File: config.mk
export PLATFORM = sky130hd
export DESIGN_NAME = freq_div_sequencer
export DESIGN_NICKNAME = d
export VERILOG_FILES = /design/src/rtl/freq_div_sequencer.sv
export SDC_FILE = /design/constraint.sdc
export NUM_CORES = 1
export LEC_CHECK = 0
export ABC_AREA = 0
export BUFFER_PORTS_ARGS = -buffer_cell sky130_fd_sc_hd__buf_4
export CORE_MARGIN = 5
export CORE_UTILIZATION = 65
export CTS_BUF_LIST = sky130_fd_sc_hd__clkbuf_4
export CTS_CLUSTER_DIAMETER = 30
export DETAILED_ROUTE_END_ITERATION = 10
export GPL_TIMING_DRIVEN = 0
export PLACE_DENSITY = 0.86
export SYNTH_ARGS = -nofsm -noshare
export SYNTH_HDL_FRONTEND = slang
export SYNTH_SLANG_ARGS = --single-unit
export TNS_END_PERCENT = 30
File: constraint.sdc
create_clock -name CLOCK -period 5.6 [get_ports CLOCK]
set_input_delay 1.4 -clock CLOCK [delete_from_list [all_inputs] [get_ports CLOCK]]
set_output_delay 1.4 -clock CLOCK [all_outputs]
set_load 0.03 [all_outputs]
File: src/rtl/freq_div_sequencer.sv
// ---------------------------------------------------------------------------
// freq_div_sequencer
//   Start/stop controller for a power-of-two frequency divider. A run is
//   started with START, which latches the period exponent (DIV_SEL) and the
//   burst length (NCYC). The output is low for the first half of each period
//   and high for the second half. A STOP request takes effect only on a
//   period boundary, so OUT always finishes low after a complete period.
//
// Ports
//   CLOCK    in   1       system clock, rising edge
//   RESET    in   1       synchronous active-high reset
//   START    in   1       level; starts a run when idle
//   STOP     in   1       level; ends the run at the end of the current period
//   DIV_SEL  in   5       period exponent k (period = 2^k clocks), 0 -> 1,
//                         values above CNT_W clamp to CNT_W
//   NCYC     in   NCYC_W  periods per burst, 0 = run until stopped
//   OUT      out  1       divided output
//   BUSY     out  1       high while a run is active
//   DONE     out  1       one-clock pulse after a run returns to idle
//   CYC_CNT  out  NCYC_W  completed periods in the current/last run
// ---------------------------------------------------------------------------
module freq_div_sequencer #(
  parameter int CNT_W  = 20,
  parameter int NCYC_W = 8
) (
  input  logic              CLOCK,
  input  logic              RESET,
  input  logic              START,
  input  logic              STOP,
  input  logic [4:0]        DIV_SEL,
  input  logic [NCYC_W-1:0] NCYC,
  output logic              OUT,
  output logic              BUSY,
  output logic              DONE,
  output logic [NCYC_W-1:0] CYC_CNT
);

  typedef enum logic [1:0] {
    ST_IDLE     = 2'd0,
    ST_RUN      = 2'd1,
    ST_STOPPING = 2'd2
  } state_t;

  localparam logic [4:0] K_MAX = 5'(CNT_W);

  state_t            r_state;
  logic [4:0]        r_k;
  logic [NCYC_W-1:0] r_ncyc;
  logic [NCYC_W-1:0] r_cyc_cnt;
  logic [CNT_W-1:0]  r_count;
  logic              r_done;

  logic [CNT_W-1:0]  w_term_mask;
  logic [CNT_W-1:0]  w_half_mask;
  logic [4:0]        w_k_in;
  logic [NCYC_W-1:0] w_cyc_inc;
  logic              w_terminal;
  logic              w_burst_end;

  // Period exponent is normalised once at start so the datapath only ever
  // sees 1..CNT_W.
  assign w_k_in = (DIV_SEL == 5'd0)   ? 5'd1  :
                  (DIV_SEL > K_MAX)   ? K_MAX : DIV_SEL;

  // w_term_mask = 2^k - 1 (terminal count); w_half_mask selects bit k-1,
  // which is the high half of the period.
  genvar gi;
  generate
    for (gi = 0; gi < CNT_W; gi++) begin : g_mask
      assign w_term_mask[gi] = (5'(gi) < r_k);
      assign w_half_mask[gi] = (5'(gi + 1) == r_k);
    end
  endgenerate

  assign w_terminal  = (r_count == w_term_mask);
  assign w_cyc_inc   = r_cyc_cnt + NCYC_W'(1);
  assign w_burst_end = (r_ncyc != '0) && (w_cyc_inc == r_ncyc);

  assign BUSY    = (r_state != ST_IDLE);
  assign OUT     = BUSY & (|(r_count & w_half_mask));
  assign DONE    = r_done;
  assign CYC_CNT = r_cyc_cnt;

  always_ff @(posedge CLOCK) begin
    if (RESET) begin
      r_state   <= ST_IDLE;
      r_k       <= 5'd1;
      r_ncyc    <= '0;
      r_cyc_cnt <= '0;
      r_count   <= '0;
      r_done    <= 1'b0;
    end else begin
      r_done <= 1'b0;
      case (r_state)
        ST_IDLE: begin
          // STOP is deliberately not looked at here.
          if (START) begin
            r_k       <= w_k_in;
            r_ncyc    <= NCYC;
            r_count   <= '0;
            r_cyc_cnt <= '0;
            r_state   <= ST_RUN;
          end
        end
        ST_RUN: begin
          if (w_terminal) begin
            r_count   <= '0;
            r_cyc_cnt <= w_cyc_inc;
            // A STOP seen on the terminal edge ends the run immediately
            // rather than starting another period.
            if (w_burst_end || STOP) begin
              r_state <= ST_IDLE;
              r_done  <= 1'b1;
            end
          end else begin
            r_count <= r_count + CNT_W'(1);
            if (STOP) begin
              r_state <= ST_STOPPING;
            end
          end
        end
        ST_STOPPING: begin
          if (w_terminal) begin
            r_count   <= '0;
            r_cyc_cnt <= w_cyc_inc;
            r_state   <= ST_IDLE;
            r_done    <= 1'b1;
          end else begin
            r_count <= r_count + CNT_W'(1);
          end
        end
        default: begin
          r_state <= ST_IDLE;
        end
      endcase
    end
  end

endmodule

## Word-level counts from Yosys, hierarchy flattened

Cells that the tools add are included.

| storage, ports and cells | value |
|---|---|
| register bits after elaboration | 44 |
| input bits | 17 |
| output and inout port bits | 11 |

| operators by class | value |
|---|---|
| $add $sub $neg | 2 |
| $lt $le $gt $ge | 21 |
| equality and inequality tests | 29 |
| multiplexer cells | 18 |
| bitwise logic cells | 2 |
| reduce and logical (&&, ||, !) cells | 13 |

Operators by type and width:

| cell | number |
|---|---|
| $eq A4 B5 Y1 const A | 8 |
| $lt A4 B5 Y1 const A | 8 |
| $mux W20 | 2 |
| $pmux W20 S2 | 1 |
| $eq A5 B5 Y1 const A | 5 |
| $add A20 B1 Y20 const B | 1 |
| $and A20 B20 Y20 | 1 |
| $eq A20 B20 Y1 | 1 |
| $eq A3 B5 Y1 const A | 4 |
| $lt A3 B5 Y1 const A | 4 |
| $lt A5 B5 Y1 const A | 4 |
| $reduce_or A20 Y1 | 1 |
| $mux W8 | 2 |
| $pmux W8 S2 | 1 |
| $eq A2 B5 Y1 const A | 2 |
| $lt A1 B5 Y1 const A | 2 |
| $lt A2 B5 Y1 const A | 2 |
| $mux W2 | 5 |
| $mux W5 | 2 |
| $add A8 B1 Y8 const B | 1 |
| $eq A8 B8 Y1 | 1 |
| $reduce_bool A8 Y1 | 1 |
| $ne A3 B3 Y1 const B | 2 |
| $pmux W2 S3 | 1 |
| other kinds (18) | 23 |

## Longest topological paths before layout

| depth | value |
|---|---|
| depth in word-level cells | 7 |
| mapped depth | 11 |
| mapped depth without buffers | 9 |

## Least setup slack after synthesis

Ideal clock, no wire load.

| path | value |
|---|---|
| path type | reg2out |
| start | reg r_k[1] |
| end | out OUT |
| data arrival time | 2.246 ns |
| required time | 4.200 ns |
| path slack | 1.954 ns |
| stages on the path, launching flop included | 11 |
| path buffers | 3 |
| cells stage by stage | dfxtp_1 -> buf_6 -> buf_4 -> clkbuf_1 -> mux2_2 -> nand2_1 -> a21oi_1 -> a21oi_1 -> o21ai_0 -> nor3_1 -> a211oi_1 |

| on the way | value |
|---|---|
| cells in the longest elaborated chain, start to end | 4 |

RTL lines:

| element | line | RTL |
|---|---|---|
| start, declared | 47 | `logic [4:0] r_k;` |
| start signal, assigned | 98 | `r_k <= w_k_in;` |
| $eq A1 B5 Y1 (tied with other cells) | 71 | `assign w_half_mask[gi] = (5'(gi + 1) == r_k);` |
| $and A20 B20 Y20 (*) | 80 | `assign OUT = BUSY & (\|(r_count & w_half_mask));` |
| $reduce_or A20 Y1 (*) | 80 |  |
| $and A1 B1 Y1 (*) | 80 |  |
| end, declared | 32 | `output logic OUT,` |

Mark *: on every way between the ends. The rest lies on a longest branch, timed or not.

## Worst setup path after layout

Same ends and word-level chain as after synthesis.

==> qor.yml <==
fin_crit_sh_pct: 72.4
finalSetupTns_ns: 0
synth_top_area_share_pct: 29.2
dieArea_um2: 6110
ys_seq_elements: 44
start_util_pct: 67.9
finalSetupViolCount: 0
yosys_warnings: 0
synth_area_leaders: "dfxtp_1 29%, nand2_1 6.2%, a21oi_1 5.3%, xor2_1 5.2%, nor2_1 4.7%"
wl_per_cell_um: 16.0
cts_num_sinks: 44
tightest_slew_ns: 0.782
cp_cell_sequence: "buf_6, buf_4, clkbuf_1, mux4_2, nand2_1, a21oi_1, a31oi_1, a211oi_1, buf_4"
p_leak_uw: 0.00124
switchingPower_uw: 386
cts_made_buffers: 5
gp_congestion: 0.970
viasPerCell: 6.32
clock_skew_ns: 0.00566
synth_flop_cell: "dfxtp_1"
insertion_delay_ns: 0.36
drv_cap: 0
syn_to_final_growth_pct: 11.5
end_kind: "primary output"
first_global_vias: 2668
port_buffers: 27
synth_top_area_cell: "dfxtp_1"
layout.nets: 455
worstSetupPathType: "reg2out"
holdPathStages: 2
maxSlewViolCount: 0
cts.repair.resized: 0
clkPwrFrac_pct: 21.6
grt_pass1_wl_um: 12900
r2r_cells: 10
first_pass_iters: 5
antenna_found_initial: 0
core_area_um2: 4440
required_ns: 4.20
synth_seq_area_share_pct: 29.2
diodes: 0
cts_tree: "built"
detail-route-antenna-nets: 0
die_x_um: 78.2
cp_top_family: "buffers and inverters"
ir_worst_vdd_uv: 191
synthesis.nets: 421
hp-class: "reg2reg"
synthArstFlopShare_pct: 0
ios: 28
min_period_ns: 4.05
power_density_nw_per_um2: 282
total_power_uw: 950
start_kind: "flip-flop"
grt_max_degree: 15
clk_pin_slew_worst_paths_ns: 0.14
crit_arrival_ns: 2.65
comb_power_share_pct: 40.2
dpl.hpwl_um: 5760
clockBufferDepth: 2
rows: 24
hold_buffers: 0
synth_edf_count: 0
crit_top_cell: "buf_4"
power.share.switching_pct: 40.6
slowest_stage: "mux4_2"
pwr-share-seq_pct: 38.2
cp_max_fo: 10
die_h_um: 78.2
path_depth: 9
worst-path-buf-inv: 4
post_cts.repair.setup_buffers: 0
drtIter0Drc: 335
clockRootBuffer: "clkbuf_4"
fmax_ghz: 0.247
drcViolationCount: 0
synth_cell_type_count: 64
p_int_uw: 565
rsz0062_at_grt: "no"
syn_area_per_cell_um2: 7.57
num_vias: 3070
synth_cells: 399
slowest_delay_ns: 0.58
status: "completed"
grt_usage_pct: 25.8
drive_above_1_share_pct: 14.1
hold_viol: 0
globalRouteOverflowTotal: 0
drt-total-wl_um: 7780
synth_area_um2: 3020
slew_headroom_pct: 47.4
htree_levels: 2
Yosys cell counts, drive strengths merged (3+ instances only):
cell type	number
a31oi	4
nand4	11
nor4	6
nand4b	3
ha	5
a21oi	32
a211oi	3
or3b	4
nor3	9
o21ai	28
o22ai	4
and3	7
nor3b	6
nand2	50
inv	14
clkbuf	17
xnor2	10
nand3b	4
o31ai	3
nand3	16
mux2i	4
a22oi	4
xor2	18
buf	14
dfxtp	44
mux2	3
nor2	38
worst min-delay path, stage by stage, from the launching register on:
cell and delay, ns:
dfxtp_1 0.35, nand2_1 0.06, a21oi_1 0.05
state kept, by name, summed over array words and instances (netlist names):
signal,cells
r_count,20
CYC_CNT,8
r_ncyc,8
r_k,5
r_state,2
DONE,1
layout by cell type (no fill, tap or decap), drive strengths merged, types with 2 or more instances in the layout:
cell / count
nand2: 50
dfxtp: 44
buf: 41
nor2: 38
a21oi: 32
o21ai: 28
clkbuf: 22
xor2: 18
nand3: 16
inv: 14
nand4: 11
xnor2: 10
nor3: 9
and3: 7
nor3b: 6
nor4: 6
ha: 5
a31oi: 4
mux2i: 4
nand3b: 4
o22ai: 4
a22oi: 4
or3b: 4
mux2: 3
a211oi: 3
o31ai: 3
nand4b: 3
clkinv: 3
mux4: 2
nor4bb: 2
a41oi: 2
a21o: 2
o211ai: 2
o21bai: 2
a211o: 2
nor2b: 2
or3: 2
routing by layer:
metal  track usage [%]  up-vias  wire [um]
met5                 0        -          0
met4              5.07        0         86
met3              5.38       13        748
met2              40.9      135       3460
met1              36.3     1422       3480
li1                  -     1500          -
stage by stage:
step | worst slack, ns | util [%] | area (um2) | std cells | hold WS [ns]
after floorplan | 1.95 | - | 3020 | 399 | 0.447
after global placement | 2.04 | 74.0 | 3290 | 478 | 0.458
after detailed placement | 2.02 | 74.0 | 3290 | 478 | 0.464
after CTS | 1.58 | 75.8 | 3370 | 486 | 0.497
after global routing | 1.34 | 75.8 | 3370 | 486 | 0.526
final | 1.55 | 75.8 | 3370 | 486 | 0.495
final timing paths:
kind                    from  slack (ns)          end
setup / recovery      r_k[1]        1.55          OUT
hold / removal     r_ncyc[1]        0.49    r_ncyc[1]
hold reg to reg    r_ncyc[1]        0.49    r_ncyc[1]
setup reg to reg  r_state[0]        2.46  r_count[18]
power by group through the flow:
stage | clock network (uW) | registers (uW) | logic [uW]
CTS | 208 | 361 | 376
global route | 223 | 365 | 415
global placement | 0 | 366 | 365
floorplan | 0 | 359 | 284
detailed placement | 0 | 368 | 374
finish | 205 | 363 | 382
area by class of cell:
| type | count | area, um2 |
|---|---|---|
| multi-input combinational | 309 | 1930 |
| fill | 371 | 1080 |
| sequential | 44 | 881 |
| tap | 52 | 65.1 |
| clock buffer | 5 | 37.5 |
| inverter | 15 | 56.3 |
| buffer | 31 | 150 |
| timing repair buffer | 27 | 203 |
| clock inverter | 3 | 42.5 |
cell families after synthesis:
family,after synthesis,share of synthesized area [%]
simple gates,166,28.5
compound gates,100,21.0
buf+inv,46,6.84
flops,44,29.2
xor+xnor,28,8.12
mux,9,3.94
fa+ha+maj,6,2.40
Power figures use the tool's default switching activity.
